`config.mk`:
```
export PLATFORM = sky130hd
export DESIGN_NAME = cache_fill_ctrl_flat
export DESIGN_NICKNAME = d
export VERILOG_FILES = /design/src/rtl/cache_fill_ctrl_if.sv /design/src/rtl/cache_fill_ctrl.sv /design/src/flat_wrapper.sv
export SDC_FILE = /design/constraint.sdc
export NUM_CORES = 1
export LEC_CHECK = 0
export BUFFER_PORTS_ARGS = -buffer_cell sky130_fd_sc_hd__clkbuf_2
export CORE_ASPECT_RATIO = 2
export CORE_MARGIN = 5
export CORE_UTILIZATION = 35
export CTS_BUF_LIST = sky130_fd_sc_hd__clkbuf_8
export DETAILED_ROUTE_END_ITERATION = 7
export HOLD_SLACK_MARGIN = 0.06
export SYNTH_ARGS = -nofsm -noshare
export SYNTH_HDL_FRONTEND = slang
export SYNTH_SLANG_ARGS = --single-unit
export TNS_END_PERCENT = 50
```
`constraint.sdc`:
```
create_clock -name clk -period 4.4 [get_ports clk]
set_input_delay 0.66 -clock clk [delete_from_list [all_inputs] [get_ports clk]]
set_output_delay 0.66 -clock clk [all_outputs]
set_load 0.1 [all_outputs]
```
`src/rtl/cache_fill_ctrl_if.sv`:
```
// Signal bundle between a cache fill controller and whoever drives fills,
// memory returns and direct writes. The controller side is the slave.
interface cache_fill_ctrl_if #(
  parameter int CACHE_SIZE     = 8,
  parameter int MEM_DATA_WIDTH = 8
);
  localparam int IDX_W = $clog2(CACHE_SIZE);

  logic                                          fill_req;
  logic [IDX_W-1:0]                              fill_base;
  logic [IDX_W:0]                                fill_len;
  logic                                          mem_rd;
  logic                                          mem_rvalid;
  logic [MEM_DATA_WIDTH-1:0]                     mem_rdata;
  logic                                          wr_en;
  logic [IDX_W-1:0]                              wr_idx;
  logic [MEM_DATA_WIDTH-1:0]                     wr_data;
  logic                                          inv_all;
  logic                                          busy;
  logic                                          done;
  logic                                          err;
  logic [CACHE_SIZE-1:0][MEM_DATA_WIDTH-1:0]     cache_mem;
  logic [CACHE_SIZE-1:0]                         line_valid;

  modport master (
    output fill_req, fill_base, fill_len, mem_rvalid, mem_rdata,
           wr_en, wr_idx, wr_data, inv_all,
    input  mem_rd, busy, done, err, cache_mem, line_valid
  );

  modport slave (
    input  fill_req, fill_base, fill_len, mem_rvalid, mem_rdata,
           wr_en, wr_idx, wr_data, inv_all,
    output mem_rd, busy, done, err, cache_mem, line_valid
  );
endinterface

```
`src/rtl/cache_fill_ctrl.sv`:
```
// Burst line-fill controller: writes a memory return stream into consecutive
// (wrapping) cache entries, plus direct single-entry writes and valid tracking.
module cache_fill_ctrl #(
  parameter int CACHE_SIZE     = 8,
  parameter int MEM_DATA_WIDTH = 8
) (
  input  logic                   clk,
  input  logic                   rst_n,
  cache_fill_ctrl_if.slave       bus
);
  localparam int             IDX_W   = $clog2(CACHE_SIZE);
  localparam logic [IDX_W:0] MAX_LEN = (IDX_W+1)'(CACHE_SIZE);
  localparam logic [IDX_W:0] ONE     = (IDX_W+1)'(1);

  typedef enum logic [1:0] {IDLE, FILL, DONE} state_t;

  state_t                                    state, state_nxt;
  logic [IDX_W-1:0]                          base_q;
  logic [IDX_W:0]                            len_q;
  logic [IDX_W:0]                            cnt;
  logic [IDX_W-1:0]                          fill_idx;
  logic                                      fill_we;
  logic                                      wr_drop;
  logic                                      len_bad;
  logic                                      start;
  logic                                      err_nxt;
  logic                                      mem_rd_q, busy_q, done_q, err_q;
  logic [CACHE_SIZE-1:0][MEM_DATA_WIDTH-1:0] mem_q, mem_nxt;
  logic [CACHE_SIZE-1:0]                     valid_q, valid_nxt;

  assign fill_idx = base_q + cnt[IDX_W-1:0];
  assign fill_we  = (state == FILL) && bus.mem_rvalid;
  assign wr_drop  = fill_we && bus.wr_en && (bus.wr_idx == fill_idx);
  assign len_bad  = (bus.fill_len == '0) || (bus.fill_len > MAX_LEN);
  assign start    = (state == IDLE) && bus.fill_req && !len_bad;

  always_comb begin
    state_nxt = state;
    err_nxt   = wr_drop;
    case (state)
      IDLE: begin
        if (bus.fill_req) begin
          if (len_bad) err_nxt = 1'b1;
          else         state_nxt = FILL;
        end
      end
      FILL: begin
        if (fill_we && (cnt == len_q - ONE)) state_nxt = DONE;
      end
      DONE:    state_nxt = IDLE;
      default: state_nxt = IDLE;
    endcase
  end

  always_ff @(posedge clk or negedge rst_n) begin
    if (!rst_n) state <= IDLE;
    else        state <= state_nxt;
  end

  // Status outputs are decoded from the next state so they line up with it.
  always_ff @(posedge clk or negedge rst_n) begin
    if (!rst_n) begin
      base_q   <= '0;
      len_q    <= '0;
      cnt      <= '0;
      mem_rd_q <= 1'b0;
      busy_q   <= 1'b0;
      done_q   <= 1'b0;
      err_q    <= 1'b0;
    end else begin
      if (start) begin
        base_q <= bus.fill_base;
        len_q  <= bus.fill_len;
        cnt    <= '0;
      end else if (fill_we) begin
        cnt <= cnt + ONE;
      end
      mem_rd_q <= (state_nxt == FILL);
      busy_q   <= (state_nxt != IDLE);
      done_q   <= (state_nxt == DONE);
      err_q    <= err_nxt;
    end
  end

  // Fill write is applied last so it overrides a colliding direct write,
  // and bit sets come after inv_all so a set wins over the clear.
  always_comb begin
    mem_nxt   = mem_q;
    valid_nxt = bus.inv_all ? '0 : valid_q;
    if (bus.wr_en && !wr_drop) begin
      mem_nxt[bus.wr_idx]   = bus.wr_data;
      valid_nxt[bus.wr_idx] = 1'b1;
    end
    if (fill_we) begin
      mem_nxt[fill_idx]   = bus.mem_rdata;
      valid_nxt[fill_idx] = 1'b1;
    end
  end

  always_ff @(posedge clk or negedge rst_n) begin
    if (!rst_n) begin
      mem_q   <= '0;
      valid_q <= '0;
    end else begin
      mem_q   <= mem_nxt;
      valid_q <= valid_nxt;
    end
  end

  assign bus.mem_rd     = mem_rd_q;
  assign bus.busy       = busy_q;
  assign bus.done       = done_q;
  assign bus.err        = err_q;
  assign bus.cache_mem  = mem_q;
  assign bus.line_valid = valid_q;
endmodule

```
`src/flat_wrapper.sv`:
```
// flat-port wrapper written by rule: the top's interface ports become plain ports
module cache_fill_ctrl_flat 
#(
  parameter int CACHE_SIZE     = 8,
  parameter int MEM_DATA_WIDTH = 8
)
  (clk, rst_n, bus_fill_req, bus_fill_base, bus_fill_len, bus_mem_rvalid, bus_mem_rdata, bus_wr_en, bus_wr_idx, bus_wr_data, bus_inv_all, bus_mem_rd, bus_busy, bus_done, bus_err, bus_cache_mem, bus_line_valid);
  cache_fill_ctrl_if #(.CACHE_SIZE(CACHE_SIZE), .MEM_DATA_WIDTH(MEM_DATA_WIDTH)) bus_i ();
  input  logic clk;
  input  logic rst_n;
  input wire logic [$bits(bus_i.fill_req)-1:0] bus_fill_req;
  input wire logic [$bits(bus_i.fill_base)-1:0] bus_fill_base;
  input wire logic [$bits(bus_i.fill_len)-1:0] bus_fill_len;
  input wire logic [$bits(bus_i.mem_rvalid)-1:0] bus_mem_rvalid;
  input wire logic [$bits(bus_i.mem_rdata)-1:0] bus_mem_rdata;
  input wire logic [$bits(bus_i.wr_en)-1:0] bus_wr_en;
  input wire logic [$bits(bus_i.wr_idx)-1:0] bus_wr_idx;
  input wire logic [$bits(bus_i.wr_data)-1:0] bus_wr_data;
  input wire logic [$bits(bus_i.inv_all)-1:0] bus_inv_all;
  output wire logic [$bits(bus_i.mem_rd)-1:0] bus_mem_rd;
  output wire logic [$bits(bus_i.busy)-1:0] bus_busy;
  output wire logic [$bits(bus_i.done)-1:0] bus_done;
  output wire logic [$bits(bus_i.err)-1:0] bus_err;
  output wire logic [$bits(bus_i.cache_mem)-1:0] bus_cache_mem;
  output wire logic [$bits(bus_i.line_valid)-1:0] bus_line_valid;
  assign bus_i.fill_req = bus_fill_req;
  assign bus_i.fill_base = bus_fill_base;
  assign bus_i.fill_len = bus_fill_len;
  assign bus_i.mem_rvalid = bus_mem_rvalid;
  assign bus_i.mem_rdata = bus_mem_rdata;
  assign bus_i.wr_en = bus_wr_en;
  assign bus_i.wr_idx = bus_wr_idx;
  assign bus_i.wr_data = bus_wr_data;
  assign bus_i.inv_all = bus_inv_all;
  assign bus_mem_rd = bus_i.mem_rd;
  assign bus_busy = bus_i.busy;
  assign bus_done = bus_i.done;
  assign bus_err = bus_i.err;
  assign bus_cache_mem = bus_i.cache_mem;
  assign bus_line_valid = bus_i.line_valid;
  cache_fill_ctrl #(.CACHE_SIZE(CACHE_SIZE), .MEM_DATA_WIDTH(MEM_DATA_WIDTH)) u_core (.clk(clk), .rst_n(rst_n), .bus(bus_i));
endmodule
```
=== Word-level counts from Yosys, hierarchy flattened ===
Index checks and enable logic that the tools add are counted.

* $add $sub $neg: 3
* Order comparisons: 5
* Equality and inequality tests: 5
* Muxes and demuxes: 24
* Bitwise logic cells: 2
* Reductions and logical operators: 16

{| class="wikitable"
|+ Operators with widths
! kind !! number
|-
| bitwise mux 64 bit || 2
|-
| 2-to-1 mux 64 bit || 2
|-
| demux 8 bit (select 3 bit) || 2
|-
| 2-to-1 mux 8 bit || 5
|-
| OR 8 bit || 2
|-
| logical AND 1 bit || 9
|-
| less-than comparator 3 x 4 -> 1 bit, second input constant || 2
|-
| 2-to-1 mux 4 bit || 2
|-
| demux 1 bit (select 3 bit) || 2
|-
| >= comparator 3 x 1 -> 1 bit, second input constant || 2
|-
| 2-to-1 mux 2 bit || 3
|-
| 2-to-1 mux 1 bit || 5
|-
| adder 4 x 1 -> 4 bit, second input constant || 1
|-
| == test 2 x 1 -> 1 bit, second input constant || 2
|-
| == test 4 bit || 1
|-
| greater-than comparator 4 bit, second input constant || 1
|-
| zero test 4 bit || 1
|-
| case mux 2 bit (2 select lines) || 1
|-
| nonzero test 2 bit || 2
|-
| subtractor 4 x 1 -> 4 bit, second input constant || 1
|-
| adder 3 bit || 1
|-
| == test 3 bit || 1
|-
| == test 2 bit, second input constant || 1
|-
| zero test 1 bit || 2
|-
| 2 further kinds || 2
|}

* Flip-flop bits (word level): 89
* Output and inout bits: 76
* Word-level logic and storage cells: 72

=== Depth between registers and ports, before layout ===
* Word-level depth: 9
* Mapped depth: 9

=== Worst setup path after synthesis ===
OpenSTA, ideal clock, no wires.

* Path type: register to register
* Start point: register u_core.cnt[0]
* End point: register u_core.mem_q, in the netlist u_core.bus.cache_mem[32]
* Library setup time: 80 ps
* Data arrival time: 2616 ps
* Required time: 4320 ps
* Slack: 1704 ps
* Stages on the path, launching flop included: 9
* Path buffers: 1
* Period minus slack after synthesis: 2696 ps
* Cell sequence: dfrtp_1 > ha_1 > inv_1 > fa_1 > clkbuf_8 > xnor2_1 > o41a_2 > a21oi_1 > a2bb2oi_1

{| class="wikitable"
|+ RTL lines
! item !! RTL line !! RTL
|-
| start, declared || cache_fill_ctrl.sv:20 || <nowiki>logic [IDX_W:0] cnt;</nowiki>
|-
| start signal, assigned || cache_fill_ctrl.sv:76 || <nowiki>cnt <= cnt + ONE;</nowiki>
|-
| end signal, assigned || cache_fill_ctrl.sv:105 || <nowiki>mem_q <= mem_nxt;</nowiki>
|-
| end, declared || cache_fill_ctrl.sv:28 || <nowiki>logic [CACHE_SIZE-1:0][MEM_DATA_WIDTH-1:0] mem_q, mem_nxt;</nowiki>
|}

==> flow_metrics.tcl <==
set metrics [dict create \
    hold_violations 0 \
    seq_area_mm2 0.00223 \
    netlist_area_mm2 0.00465 \
    yosysSeqAreaShare 0.479 \
    drt_iter0_markers 184 \
    synth_top_area_share 0.479 \
    min_period_ns 3.12 \
    drive_above_1_share 0.294 \
    critPathRequiredTime_ns 4.68 \
    dr.pass1.iters 5 \
    diodes 0 \
    synth_edf_count 0 \
    num_rows 59 \
    place_congestion 0.885 \
    netlist-cell-type-count 50 \
    die_h_um 173 \
    nNetsFinal 559 \
    cap_violations 0 \
    multi_input_area_mm2 0.00213 \
    cts_made_buffers 9 \
    gr-total-overflow 0 \
    die_w_um 91.5 \
    synth_area_leaders "dfrtp_1 (48%), a2bb2oi_1 (12%), a21oi_1 (7.3%)" \
    synthTopCellsByCount "dfrtp_1 (89), nand2_1 (75), a21oi_1 (68)" \
    outcome "completed" \
    path_max_fanout 10 \
    grt_usage 0.184 \
    async_reset_ff_frac 1.00 \
    fill_cells 1304 \
    dp.cells 664 \
    timing.hold.ws_ns 0.501 \
    layout.cells.non_filler 680 \
    setup.worst_path.class "reg -> reg" \
    port_buffers 107 \
    synth_top_cell_by_area "dfrtp_1" \
    htree_levels 3 \
    num_vias 3862 \
    max_freq_ghz 0.320 \
    syn_area_per_cell_um2 10.7 \
    post-route-period-util 0.710 \
    syn-instance-count 435 \
    worstPathArrival_ns 3.41 \
    area_delta_synth_final_pct 13.7 \
    cts.sinks 89 \
    synth_fp_nets 471 \
    postCtsHoldBufs 0 \
    grt_start_max_net_pins 90 \
    cts_setup_buffers 0 \
    tns_ns 0 \
    core_area_mm2 0.0131 \
    drc_errors 0 \
    clock-root-buffer "clkbuf_8" \
    viasPerCell 5.68 \
    rrSetupSlack_ns 1.28 \
    finalSetupViolations 0 \
    cts_resized 0 \
    num_io_pins 108 \
    wl_per_cell_um 21.6 \
    reg2regPathDepth 8 \
    grt_pass1_vias 4014 \
    worstSetupStartpointType "flip-flop" \
    hpwl_um 11000 \
    cts.clk_slew.worst_paths_ns 0.10 \
    synth_ff_type "dfrtp_1" \
    finClkSkew_ns 0.0141 \
    slew_viol_final 0 \
    synth-seq-cells 89 \
    relSlewSlack 0.209 \
    min_path_type "in -> async" \
    yosysWarningCount 0 \
    routed_wl_um 14700 \
    crit_path_end_kind "flip-flop" \
    synth.most_common_cell "dfrtp_1" \
    worst_slew_pin_slew_ns 1.19 \
    cts_tree "done" \
    dieArea_mm2 0.0158 \
    ant_nets 0 \
    grt_first_pass_wirelength_um 22600 \
    ctsLongestPathBuffers 2 \
    antenna_found_initial 0 \
    rsz0062_at_grt "no" \
    initial_utilization 0.356 \
    insertion_delay_ns 0.37 \
]
[routing by layer]
layer  GRT usage  up-vias  part of all wire
met3      0.0291       35             0.044
li1            -     1781                 -
met5           0        -                 0
met1       0.197     1906              0.37
met2       0.329      140              0.54
met4       0.114        0             0.046
[sequential cells by signal, indices dropped and copies added (netlist names), 2 cells and up]
| register | flops |
|---|---|
| u_core.bus.cache_mem | 64 |
| u_core.cnt | 4 |
| u_core.len_q | 4 |
| u_core.state | 2 |
| u_core.bus.line_valid | 8 |
| u_core.base_q | 3 |
[area by class of cell]
| type | count | share of cell area |
|---|---|---|
| sequential | 89 | 0.421 |
| multi-input combinational | 310 | 0.403 |
| timing repair buffer | 108 | 0.103 |
| tap | 152 | 0.0359 |
| clock buffer | 9 | 0.0234 |
| clock inverter | 7 | 0.0104 |
| inverter | 5 | 0.00355 |
[cell families after synthesis]
family	Yosys count	synth area share
xor gates and xnor gates	16	0.0374
DFF	89	0.479
and+or+nand+nor	130	0.139
AOI/OAI and AO/OA	154	0.254
adders and majority gates	4	0.0124
muxes	6	0.0145
buffers and inverters	36	0.0632
[critical path, stage by stage (launching register included)]
cell and delay, ns:
dfrtp_1 0.45, ha_1 0.18, inv_1 0.05, fa_1 0.73
xnor2_1 0.27, buf_4 0.24, o41ai_2 0.77, nand2_1 0.14
a2bb2oi_1 0.22
[cell usage in the layout, fill, tap and decap left out, drive strengths merged, types with 3 or more instances in the layout]
cell type	count
clkbuf	115
dfrtp	89
nand2	76
a21oi	68
a2bb2oi	64
nand2b	11
nand3	10
xnor2	9
inv	9
nor3	8
nor2	6
mux2	6
o41ai	6
xor2	5
o41a	5
a41o	3
nand4	3
a41oi	3
ha	3
[path summary, 6_finish.rpt]
check                                         start                        to
setup / recovery                      u_core.cnt[0]  u_core.bus.cache_mem[36]
max in group asynchronous                     rst_n  u_core.bus.cache_mem[47]
hold reg to reg            u_core.bus.line_valid[2]  u_core.bus.line_valid[2]
min in group clk           u_core.bus.line_valid[2]  u_core.bus.line_valid[2]
hold / removal                                rst_n  u_core.bus.cache_mem[57]
setup reg to reg                      u_core.cnt[0]  u_core.bus.cache_mem[36]
[stage by stage]
stage	setup WS [ns]	instance area [um^2]	util
final	1.28	5290	0.405
after global placement	1.54	5110	0.391
after CTS	1.37	5290	0.405
after floorplan	1.70	4650	-
after global routing	1.18	5290	0.405
after detailed placement	1.39	5110	0.391
Power is left out: the tool's default activity adds up to more than one toggle a clock period on the data nets, which glitch-free logic cannot reach.
